File: src/rtl/hw3_pkg.sv
// Shared definitions for the HW3 sync-pattern link (transmitter and detector).
package hw3_pkg;

  typedef enum logic [1:0] {
    ST_IDLE = 2'd0,
    ST_SYNC = 2'd1,
    ST_DATA = 2'd2,
    ST_GAP  = 2'd3
  } tx_state_e;

  localparam logic [6:0] SYNC_PAT_DEF = 7'b1101101;

  function automatic int max3(input int a, input int b, input int c);
    int m;
    m = (a > b) ? a : b;
    return (m > c) ? m : c;
  endfunction

endpackage

File: src/rtl/hw3_piso.sv
// Parallel-in serial-out shift register, MSB first; load has priority over shift.
module hw3_piso #(
  parameter int W = 8
) (
  input  logic         clk_i,
  input  logic         rst_ni,
  input  logic         load_i,
  input  logic         shift_i,
  input  logic [W-1:0] par_i,
  output logic         msb_o
);

  logic [W-1:0] sr_q;
  logic [W-1:0] sr_d;

  always_comb begin
    sr_d = sr_q;
    if (load_i) begin
      sr_d = par_i;
    end else if (shift_i) begin
      sr_d = {sr_q[W-2:0], 1'b0};
    end
  end

  always_ff @(posedge clk_i or negedge rst_ni) begin
    if (!rst_ni) begin
      sr_q <= '0;
    end else begin
      sr_q <= sr_d;
    end
  end

  assign msb_o = sr_q[W-1];

endmodule

File: src/rtl/hw3_sync_tx.sv
// Serial sync framer: sync pattern, payload (both MSB first), then idle zeros.
// Accepts one payload per frame via valid/ready; ready only while idle.
module hw3_sync_tx
  import hw3_pkg::*;
#(
  parameter int                SYNC_W     = 7,
  parameter logic [SYNC_W-1:0] SYNC_PAT   = SYNC_PAT_DEF,
  parameter int                DATA_W     = 8,
  parameter int                GAP_CYCLES = 1
) (
  input  logic              i_clk,
  input  logic              i_rst_n,
  input  logic              i_valid,
  input  logic [DATA_W-1:0] i_data,
  output logic              o_ready,
  output logic              o_data,
  output logic              o_sof,
  output logic              o_busy
);

  localparam int CNT_W = $clog2(max3(SYNC_W, DATA_W, GAP_CYCLES)) + 1;
  localparam logic [CNT_W-1:0] SYNC_LD = CNT_W'(SYNC_W - 1);
  localparam logic [CNT_W-1:0] DATA_LD = CNT_W'(DATA_W - 1);
  localparam logic [CNT_W-1:0] GAP_LD  = CNT_W'(GAP_CYCLES - 1);

  tx_state_e        state_q, state_d;
  logic [CNT_W-1:0] cnt_q, cnt_d;
  logic             data_q, data_d;
  logic             sof_q, sof_d;
  logic [CNT_W-1:0] cnt_m1;
  logic             sync_bit;
  logic             piso_load;
  logic             piso_shift;
  logic             piso_msb;

  hw3_piso #(
    .W (DATA_W)
  ) u_piso (
    .clk_i   (i_clk),
    .rst_ni  (i_rst_n),
    .load_i  (piso_load),
    .shift_i (piso_shift),
    .par_i   (i_data),
    .msb_o   (piso_msb)
  );

  assign cnt_m1 = cnt_q - CNT_W'(1);
  // Next sync bit to put on the wire is indexed by the decremented count.
  assign sync_bit = 1'(SYNC_PAT >> cnt_m1);

  always_comb begin
    state_d    = state_q;
    cnt_d      = cnt_q;
    data_d     = 1'b0;
    sof_d      = 1'b0;
    piso_load  = 1'b0;
    piso_shift = 1'b0;
    case (state_q)
      ST_IDLE: begin
        if (i_valid) begin
          state_d   = ST_SYNC;
          cnt_d     = SYNC_LD;
          data_d    = SYNC_PAT[SYNC_W-1];
          sof_d     = 1'b1;
          piso_load = 1'b1;
        end
      end
      ST_SYNC: begin
        if (cnt_q == '0) begin
          state_d    = ST_DATA;
          cnt_d      = DATA_LD;
          data_d     = piso_msb;
          piso_shift = 1'b1;
        end else begin
          cnt_d  = cnt_m1;
          data_d = sync_bit;
        end
      end
      ST_DATA: begin
        if (cnt_q == '0) begin
          state_d = ST_GAP;
          cnt_d   = GAP_LD;
        end else begin
          cnt_d      = cnt_m1;
          data_d     = piso_msb;
          piso_shift = 1'b1;
        end
      end
      ST_GAP: begin
        if (cnt_q == '0) begin
          state_d = ST_IDLE;
          cnt_d   = '0;
        end else begin
          cnt_d = cnt_m1;
        end
      end
      default: begin
        state_d = ST_IDLE;
        cnt_d   = '0;
      end
    endcase
  end

  always_ff @(posedge i_clk or negedge i_rst_n) begin
    if (!i_rst_n) begin
      state_q <= ST_IDLE;
      cnt_q   <= '0;
      data_q  <= 1'b0;
      sof_q   <= 1'b0;
    end else begin
      state_q <= state_d;
      cnt_q   <= cnt_d;
      data_q  <= data_d;
      sof_q   <= sof_d;
    end
  end

  assign o_ready = (state_q == ST_IDLE);
  assign o_busy  = (state_q != ST_IDLE);
  assign o_data  = data_q;
  assign o_sof   = sof_q;

endmodule

File: config.mk
export PLATFORM = sky130hd
export DESIGN_NAME = hw3_sync_tx
export DESIGN_NICKNAME = d
export VERILOG_FILES = /design/src/rtl/hw3_pkg.sv /design/src/rtl/hw3_piso.sv /design/src/rtl/hw3_sync_tx.sv
export SDC_FILE = /design/constraint.sdc
export NUM_CORES = 1
export LEC_CHECK = 0
export ABC_AREA = 1
export ABC_CLOCK_PERIOD_IN_PS = 1600
export CAP_MARGIN = 20
export CELL_PAD_IN_SITES_DETAIL_PLACEMENT = 1
export CELL_PAD_IN_SITES_GLOBAL_PLACEMENT = 1
export CORE_MARGIN = 4
export CORE_UTILIZATION = 40
export DETAILED_ROUTE_END_ITERATION = 16
export DONT_BUFFER_PORTS = 1
export PLACE_DENSITY = 0.78
export SYNTH_ARGS = -nofsm -noshare
export SYNTH_HDL_FRONTEND = slang
export SYNTH_SLANG_ARGS = --single-unit
File: constraint.sdc
create_clock -name i_clk -period 1.6 [get_ports i_clk]
set_clock_uncertainty 0.1 [all_clocks]
set_input_delay 0.4 -clock i_clk [delete_from_list [all_inputs] [get_ports i_clk]]
set_output_delay 0.4 -clock i_clk [all_outputs]
set_load 0.05 [all_outputs]
==> results.py, run 1 <==
metrics = {
    "sta": {
        "maxSlewViolCount": 0,
        "setup_violations": 8,
        "fmax_ghz": 0.5669,
        "worstMarginPinSlew_ns": 0.7584,
        "finalHoldViolations": 0,
        "postLayoutSetupSlackWorst_ns": -0.1640,
        "finalCriticalPeriod_ns": 1.764,
        "rsz0062_at_grt": "yes",
        "setup-tns-final_ns": -0.5714,
        "slew_headroom_pct": 49.27,
        "period_share_pct": 110.2,
    },
    "clock_network": {
        "clk_path_buf_depth": 2,
        "cts_buffers": 3,
        "clk_latency_ns": 0.31,
        "cts_tree": "done",
        "clock-sinks": 16,
        "cts_max_level": 1,
        "clk_pin_slew_ns": 0.10,
        "root_buffer": "clkbuf_4",
    },
    "route": {
        "postRouteAntennaNets": 0,
        "routedWlPerCell_um": 18.30,
        "via_count": 880,
        "viasPerCell": 5.366,
        "drt_first_pass_iters": 4,
        "drt-initial-drc-count": 16,
        "drc": 0,
        "drt-total-wl_mm": 3.002,
    },
    "global_route": {
        "antenna_found_initial": 0,
        "grt.overflow.total": 0,
        "busiest_layer": "met2",
        "use_met1_pct": 19.89,
        "use_met3_pct": 2.529,
        "grt_max_degree": 17,
        "grt_pass1_vias": 898,
        "track_usage_pct": 16.46,
        "use_met2_pct": 30.20,
        "grt_pass1_wl_mm": 4.160,
    },
    "place": {
        "place_congestion": 0.7701,
        "placement.cell_area_sq_um": 1020,
        "dpl.hpwl_mm": 1.698,
        "port_buffers": 0,
    },
    "layout": {
        "regArea_sq_um": 400.4,
        "utilization_pct": 56.30,
        "multi_input_area_sq_um": 554.3,
        "area_growth_pct": 32.06,
        "fin_nets": 154,
        "layout-drive-gt1-share_pct": 36.03,
        "n_antenna_cell": 0,
        "fillers": 278,
        "fin_area_sq_um": 1257,
    },
    "logic_synthesis": {
        "synth_warnings": 0,
        "netlist_area_sq_um": 952.2,
        "synth.avg_cell_area_sq_um": 8.208,
        "synth_fp_nets": 133,
        "ys_seq_area_share_pct": 42.05,
        "synth-seq-cells": 16,
        "syn_inst": 116,
        "ys_types": 21,
    },
    "worst_setup_path": {
        "r2r-end": "state_q[0]",
        "crit_path_start_kind": "flip-flop",
        "rr_worst_depth": 7,
        "critPathArrivalTime_ns": 1.26,
        "path_class": "flip-flop to output port",
        "reg2reg_slack_ns": -0.08,
        "r2r_start": "state_q[0]",
        "endpoint_kind": "output port",
        "critPathRequiredTime_ns": 1.10,
        "worst-path-max-fanout": 4,
    },
    "outcome": {
        "status": "finished, violations left",
        "violations": "negative setup slack",
    },
    "worst_hold_path": {
        "hold_start": "i_data[0]",
        "hp-class": "input port to flip-flop",
        "hold_end": "u_piso.sr_q[0]",
        "hold_depth": 2,
    },
    "floorplan": {
        "die_h_um": 56.79,
        "num_rows": 17,
        "initial_utilization_pct": 42.63,
        "die_area_sq_um": 3225,
        "fp.dieW_um": 56.79,
        "core_area_sq_um": 2233,
        "pin_count": 15,
    },
    "flow_run": {
        "cap_violations": 0,
    },
}
sequential cells by signal, summed over array words and instances (netlist names):
name         flops
o_sof            1
state_q          2
u_piso.sr_q      8
cnt_q            4
o_data           1
worst max-delay path, stage by stage, from the launching register on:
cell and delay [ns]:
dfrtp_1 0.43, inv_2 0.10, ha_4 0.17, clkinvlp_4 0.10
buf_6 0.16
metrics by stage:
step,setup WS [ns],hold WS [ns],cells
after floorplan,-0.1585,0.004409,116
after CTS,-0.1030,0.1155,156
after detailed placement,0.01085,0.004831,146
after global routing,-0.2122,0.1268,164
after global placement,0.09272,0.004778,146
final,-0.1640,0.1225,164
repair_timing:
action                                 in CTS  in global routing
endpoints found under the hold margin      16                  0
setup endpoints to repair                   3                 15
resized for setup                           5                 17
setup buffers                               5                  8
pin swaps                                   1                  9
hold buffers                                1                  0
layout by cell type (no fill, tap or decap), types with 3 or more instances in the layout:
master    instances
ha_4              3
clkbuf_4          3
nand3_1          18
inv_2             5
dfrtp_1          16
buf_4            12
nand2_4           3
nand2_2           4
nand2_1          29
buf_6             3
inv_1             9
nor2_1            3
o21ai_0           4
worst max-delay path by stage:
stage	startpoint	end	slack, ns
floorplan	state_q[1]	cnt_q[2]	-0.16
global placement	state_q[0]	state_q[0]	0.09
detailed placement	state_q[0]	cnt_q[2]	0.01
CTS	state_q[0]	o_busy	-0.10
global route	state_q[0]	o_busy	-0.21
finish	state_q[0]	o_busy	-0.16
cell usage after synthesis (all sizes together):
cell type / number / area share [%]
dfrtp: 16 / 42
o21ai: 5 / 2.6
a21oi: 3 / 2.0
nand3b: 2 / 1.6
inv: 17 / 7.2
o22ai: 3 / 2.0
nor2: 8 / 6.2
nand2: 36 / 17
buf: 1 / 1.2
nand3: 19 / 11
ha: 6 / 7.9
metal layers:
layer | up-vias | part of all wire (%)
li1 | 413 | -
met1 | 444 | 39
met2 | 14 | 55
met3 | 9 | 3.3
met4 | 0 | 2.7
met5 | - | 0
cells by family after synthesis:
family	share of synthesized area, %
flops	42.05
compound gates	6.570
buf+inv	8.409
simple gates	35.09
fa+ha+maj	7.884
cell type report:
type	count	share of cell area, %
clock buffer	4	2.886
inverter	17	6.169
multi-input combinational	82	44.08
sequential	16	31.84
tap	28	2.786
timing repair buffer	17	12.24
Power of run 1 is not shown: default switching activity piles up to over one toggle a cycle in this logic, so the estimate is an artifact.
==> run 2: changes to the inputs <==
ABC_AREA = not set   (was 1)
ABC_CLOCK_PERIOD_IN_PS = 1700   (was 1600)
PLACE_DENSITY = 0.76   (was 0.78)
clock period = 1.7 ns   (was 1.6 ns; I/O delays follow)
==> results.py, run 2 <==
metrics = {
    "outcome": {
        "status": "finished, violations left",
        "violations": "negative setup slack",
    },
    "route": {
        "drt-total-wl_mm": 2.877,
        "drt-initial-drc-count": 14,
        "postRouteAntennaNets": 0,
        "drc": 0,
        "via_count": 822,
        "routedWlPerCell_um": 18.44,
        "viasPerCell": 5.269,
        "drt_first_pass_iters": 4,
    },
    "logic_synthesis": {
        "netlist_area_sq_um": 930.9,
        "synth_edf_count": 0,
        "synth-seq-cells": 16,
        "synthTopCellsByCount": "dfrtp_1, nor2_1, inv_1",
        "syn_inst": 98,
        "ys_types": 26,
        "synth_area_leaders": "dfrtp_1, mux2i_1, ha_1, nor2_1, a21oi_1",
        "ys_seq_area_share_pct": 43.01,
        "synth_top_area_share_pct": 43.01,
        "synth_fp_nets": 115,
        "synth-main-ff-cell": "dfrtp_1",
        "synth.largest_area_cell": "dfrtp_1",
        "synth_warnings": 0,
        "synth.avg_cell_area_sq_um": 9.499,
        "postSynth.asyncResetShare_pct": 100.0,
    },
    "sta": {
        "holdWs_ns": 0.1670,
        "fmax_ghz": 0.5452,
        "slew_headroom_pct": 49.26,
        "finalHoldViolations": 0,
        "worstMarginPinSlew_ns": 0.7587,
        "setup_violations": 14,
        "rsz0062_at_grt": "yes",
        "setup-tns-final_ns": -1.114,
        "maxSlewViolCount": 0,
        "finalCriticalPeriod_ns": 1.834,
        "period_share_pct": 107.9,
        "postLayoutSetupSlackWorst_ns": -0.1343,
    },
    "worst_setup_path": {
        "cp_cell_sequence": "inv_2, ha_4, nor3b_4, mux2i_4, buf_12, mux2i_2, a21oi_1",
        "worst-path-max-fanout": 9,
        "endpoint_kind": "flip-flop",
        "cp_slowest_cell": "dfrtp_1",
        "path_buf_inv": 2,
        "path_class": "flip-flop to flip-flop",
        "crit_path_start_kind": "flip-flop",
        "cpLargestDelayFamily": "multiplexers",
        "rr_worst_depth": 7,
        "reg2reg_slack_ns": -0.13,
        "critPathArrivalTime_ns": 1.91,
        "critPathRequiredTime_ns": 1.77,
        "critical-path-max-stage-delay_ns": 0.41,
        "r2r-end": "u_piso.sr_q[7]",
        "r2r_start": "cnt_q[1]",
    },
    "layout": {
        "area_growth_pct": 45.83,
        "fin_cells": 156,
        "layout-drive-gt1-share_pct": 42.19,
        "largest-register": "u_piso.sr_q",
        "final_common_cell": "buf_4",
        "n_antenna_cell": 0,
        "fin_nets": 146,
        "largest_reg_flops": 8,
        "final_cell_mix": "buf_4, dfrtp_1, nor2_1",
        "reg.largest.list": "u_piso.sr_q x8, cnt_q x4, state_q x2",
    },
    "floorplan": {
        "num_rows": 17,
        "initial_utilization_pct": 42.08,
        "pin_count": 15,
        "die_h_um": 56.24,
        "core_area_sq_um": 2212,
        "die_area_sq_um": 3163,
        "fp.dieW_um": 56.24,
    },
    "place": {
        "dpl.hpwl_mm": 1.708,
        "port_buffers": 0,
        "place_congestion": 0.7729,
        "dpl.cell_count": 141,
    },
    "worst_hold_path": {
        "hold_start": "i_data[0]",
        "hold_depth": 2,
        "hp-class": "input port to flip-flop",
        "hold_end": "u_piso.sr_q[0]",
    },
    "clock_network": {
        "clk_path_buf_depth": 2,
        "clk_pin_slew_ns": 0.10,
        "clock-sinks": 16,
        "cts_buffers": 3,
        "cts_max_level": 1,
        "clk_latency_ns": 0.28,
        "root_buffer": "clkbuf_4",
        "cts_tree": "done",
    },
    "global_route": {
        "track_usage_pct": 19.06,
        "antenna_found_initial": 0,
        "grt_pass1_vias": 921,
        "grt_max_degree": 19,
        "grt_pass1_wl_mm": 4.671,
        "grt.overflow.total": 0,
    },
    "power": {
        "pwr_density_cell_nw_per_um2": 2599,
        "ir_drop_uv": 1501,
        "p_leak_uw": 0.0006322,
    },
    "flow_run": {
        "cap_violations": 0,
    },
}
[run 2: cell count changes in the layout (fill, tap and decap cells not counted), sizes merged, moves of 2 or more]
cell and delta:
nand3b -2, buf +12, mux2i +9, nor2 +8
a21oi +6, nor3 +2, nand2 -30, inv -7
o22ai -3, o31ai +2, nand3 -16
[run 2: through the flow]
| step | setup slack, ns | power (uW) | util [%] | area [sq um] |
|---|---|---|---|---|
| after floorplan | -0.2532 | 1963 | - | 973.4 |
| after global placement | -0.05594 | 2486 | 51.07 | 1130 |
| after detailed placement | -0.1616 | 2573 | 51.07 | 1130 |
| final | -0.1343 | 3528 | 61.37 | 1358 |
| after global routing | -0.2230 | 3803 | 61.37 | 1358 |
| after CTS | -0.1401 | 3206 | 58.31 | 1290 |
[run 2: worst max path at each step]
stage | startpoint | to | cells past startpoint
2_1_floorplan | cnt_q[0] | u_piso.sr_q[1] | 6
3_3_place_gp | cnt_q[1] | state_q[1] | 7
3_5_place_dp | cnt_q[1] | state_q[1] | 7
4_1_cts | cnt_q[0] | u_piso.sr_q[1] | 7
5_1_grt | cnt_q[0] | u_piso.sr_q[1] | 7
6_report | cnt_q[1] | u_piso.sr_q[7] | 7
[run 2: layout make-up]
| type | count | area [sq um] |
|---|---|---|
| Timing Repair Buffer | 29 | 266.5 |
| Clock buffer | 4 | 36.28 |
| Inverter | 10 | 41.29 |
| Sequential cell | 16 | 400.4 |
| Multi-Input combinational cell | 69 | 578.1 |
| Tap cell | 28 | 35.03 |
| Fill cell | 246 | 854.6 |
[run 2: cell families (layout without fill, tap and decap cells)]
group	after synthesis	count (layout)	synth area share (%)
compound gates	22	22	15.05
xor+xnor	1	1	0.9410
fa+ha+maj	6	6	8.064
buf+inv	13	43	5.646
flops	16	16	43.01
mux	10	10	12.23
simple gates	30	30	15.05
[run 2: layer usage]
layer  GRT usage, %  routed length (um)  part of all wire [%]  up-vias
met5              0                   0                     0        -
met4          9.492                  64                   2.2        0
met3          5.104                 144                   5.0        6
met2          32.22                1536                    53       22
met1          21.95                1131                    39      399
li1               -                   -                     -      395
[run 2: power breakdown]
| part | leakage (uW) | internal, uW | switching, uW |
|---|---|---|---|
| logic | 0.000420 | 1290 | 1250 |
| clock network | 0.0000210 | 130 | 120 |
| registers | 0.000191 | 565 | 173 |
[run 2: timing repair]
item                                    in CTS  in global routing
pin swaps                                    4                  4
hold buffers                                 1                  0
setup buffers                                9                  2
hold endpoints to repair                    16                  0
gates resized for setup                     13                 15
endpoints found under the setup margin      12                 17
Power figures use the tool's default switching activity.
==> run 3: changes to the inputs <==
--- a/config.mk
+++ b/config.mk
@@ -7,5 +7,4 @@
 export LEC_CHECK = 0
 export ABC_CLOCK_PERIOD_IN_PS = 1700
-export CAP_MARGIN = 20
 export CELL_PAD_IN_SITES_DETAIL_PLACEMENT = 1
 export CELL_PAD_IN_SITES_GLOBAL_PLACEMENT = 1
@@ -14,4 +13,5 @@
 export DETAILED_ROUTE_END_ITERATION = 16
 export DONT_BUFFER_PORTS = 1
+export MAX_ROUTING_LAYER = met4
 export PLACE_DENSITY = 0.76
 export SYNTH_ARGS = -nofsm -noshare
==> constraint.sdc (replaced) <==
create_clock -name i_clk -period 1.7 [get_ports i_clk]
set_clock_uncertainty 0.1 [all_clocks]
set_input_delay 0.34 -clock i_clk [delete_from_list [all_inputs] [get_ports i_clk]]
set_output_delay 0.34 -clock i_clk [all_outputs]
set_load 0.05 [all_outputs]
==> results.py, run 3 (synthesis gave the netlist of run 2 again) <==
metrics = {
    "floorplan": {
        "die_h_um": 56.24,
        "pin_count": 15,
        "fp.dieW_um": 56.24,
        "num_rows": 17,
        "core_area_sq_um": 2212,
        "initial_utilization_pct": 42.08,
        "die_area_sq_um": 3163,
    },
    "route": {
        "drc": 0,
        "drt_first_pass_iters": 4,
        "met1Wirelength_mm": 1.370,
        "via_count": 838,
        "top_layer": "met4",
        "postRouteAntennaNets": 0,
        "drt-initial-drc-count": 14,
        "met2_length_mm": 1.650,
        "viasPerCell": 5.270,
        "drt-total-wl_mm": 3.099,
        "routedWlPerCell_um": 19.49,
        "wl_met3_um": 63,
    },
    "sta": {
        "finalCriticalPeriod_ns": 1.902,
        "period_share_pct": 111.9,
        "setup_violations": 15,
        "fmax_ghz": 0.5258,
        "maxSlewViolCount": 0,
        "postLayoutSetupSlackWorst_ns": -0.2017,
        "rsz0062_at_grt": "yes",
        "slew_headroom_pct": 49.68,
        "worstMarginPinSlew_ns": 0.7523,
        "holdWs_ns": 0.06816,
        "setup-tns-final_ns": -1.587,
        "finalHoldViolations": 0,
    },
    "clock_network": {
        "clk_path_buf_depth": 2,
        "clock-sinks": 16,
        "clk_latency_ns": 0.29,
        "cts_tree": "done",
        "clk_pin_slew_ns": 0.10,
        "root_buffer": "clkbuf_4",
        "cts_buffers": 3,
        "cts_max_level": 1,
    },
    "global_route": {
        "grt_pass1_wl_mm": 4.485,
        "grt.overflow.total": 0,
        "track_usage_pct": 18.99,
        "grt_max_degree": 19,
        "grt_pass1_vias": 895,
        "antenna_found_initial": 0,
    },
    "worst_setup_path": {
        "endpoint": "u_piso.sr_q[7]",
        "reg2reg_slack_ns": -0.20,
        "rr_worst_depth": 7,
        "worst-path-max-fanout": 9,
        "endpoint_kind": "flip-flop",
        "r2r_start": "cnt_q[0]",
        "critPathRequiredTime_ns": 1.78,
        "critPathArrivalTime_ns": 1.98,
        "crit_path_start_kind": "flip-flop",
        "crit_start": "cnt_q[0]",
        "path_class": "flip-flop to flip-flop",
        "r2r-end": "u_piso.sr_q[7]",
    },
    "layout": {
        "multi_input_area_sq_um": 596.8,
        "n_antenna_cell": 0,
        "layout-drive-gt1-share_pct": 45.80,
        "fin_nets": 149,
        "final_cell_mix": "buf_4, dfrtp_1, nor2_1",
        "reg.largest.list": "u_piso.sr_q x8, cnt_q x4, state_q x2",
        "area_growth_pct": 51.61,
        "regArea_sq_um": 400.4,
        "largest-register": "u_piso.sr_q",
        "fillers": 251,
        "final_common_cell": "buf_4",
        "largest_reg_flops": 8,
    },
    "power": {
        "p_leak_uw": 0.0006518,
        "power.total_uw": 3676,
        "pwr_density_cell_nw_per_um2": 2605,
        "ir_drop_uv": 1639,
    },
    "flow_run": {
        "cap_violations": 0,
    },
    "worst_hold_path": {
        "hp-class": "input port to flip-flop",
    },
    "outcome": {
        "status": "finished, violations left",
        "violations": "negative setup slack",
    },
    "place": {
        "port_buffers": 0,
        "dpl.hpwl_mm": 1.708,
        "place_congestion": 0.7834,
    },
}
==> run 3: cell types whose count changed in the layout (fill, tap and decap cells not counted) <==
cell	delta
a21oi_1	-1
a21oi_2	+1
buf_12	+1
buf_6	+4
buf_8	-2
ha_1	-1
ha_4	+1
nor2_1	-1
nor2_2	+1
==> run 3: metrics by stage <==
step | utilization, % | area [sq um] | setup slack, ns | cells
final | 63.80 | 1411 | -0.2017 | 159
after global routing | 63.80 | 1411 | -0.3372 | 159
after CTS | 57.41 | 1270 | -0.1401 | 152
after detailed placement | 51.07 | 1130 | -0.1616 | 141
after global placement | 51.07 | 1130 | -0.05594 | 141
after floorplan | - | 973.4 | -0.2532 | 98
==> run 3: how the worst min path moves through the flow <==
stage          cells after the start        endpoint  startpoint  slack (ns)
2_1_floorplan                      0        cnt_q[0]     i_rst_n       -0.06
3_3_place_gp                       0        cnt_q[3]     i_rst_n       -0.06
3_5_place_dp                       0        cnt_q[3]     i_rst_n       -0.06
4_1_cts                            2  u_piso.sr_q[0]   i_data[0]        0.07
5_1_grt                            2  u_piso.sr_q[0]   i_data[0]        0.06
6_report                           2  u_piso.sr_q[0]   i_data[0]        0.07
==> run 3: cell type report <==
cell class / count / share of cell area [%]
clock buffers: 4 / 2.571
inverters: 10 / 2.926
multi-input cells: 69 / 42.29
flip-flops and latches: 16 / 28.37
well taps: 28 / 2.482
repair buffers: 32 / 21.37
==> run 3: repair_timing <==
item                                    4_1_cts  5_1_grt
hold buffers                                  1        0
buffers inserted                              6        8
resized for setup                            13       22
endpoints found under the hold margin        16        0
pin swaps                                     4        7
endpoints found under the setup margin       12       17
==> run 3: power breakdown <==
group	total (uW)	switching [uW]	internal, uW
registers	755	190	565
logic	2660	1300	1360
clock network	260	129	130
==> run 3: worst max-delay path, stage by stage (launching register included) <==
cell	delay, ns
dfrtp_1	0.40
inv_2	0.08
ha_4	0.14
nor3b_4	0.27
mux2i_4	0.31
buf_12	0.16
mux2i_2	0.23
a21oi_1	0.09
==> run 3: per-layer routing <==
metal / up-vias / track usage (%)
li1: 406 / -
met1: 417 / 21.66
met2: 11 / 33.06
met3: 4 / 4.408
met4: 0 / 5.424
met5: - / -
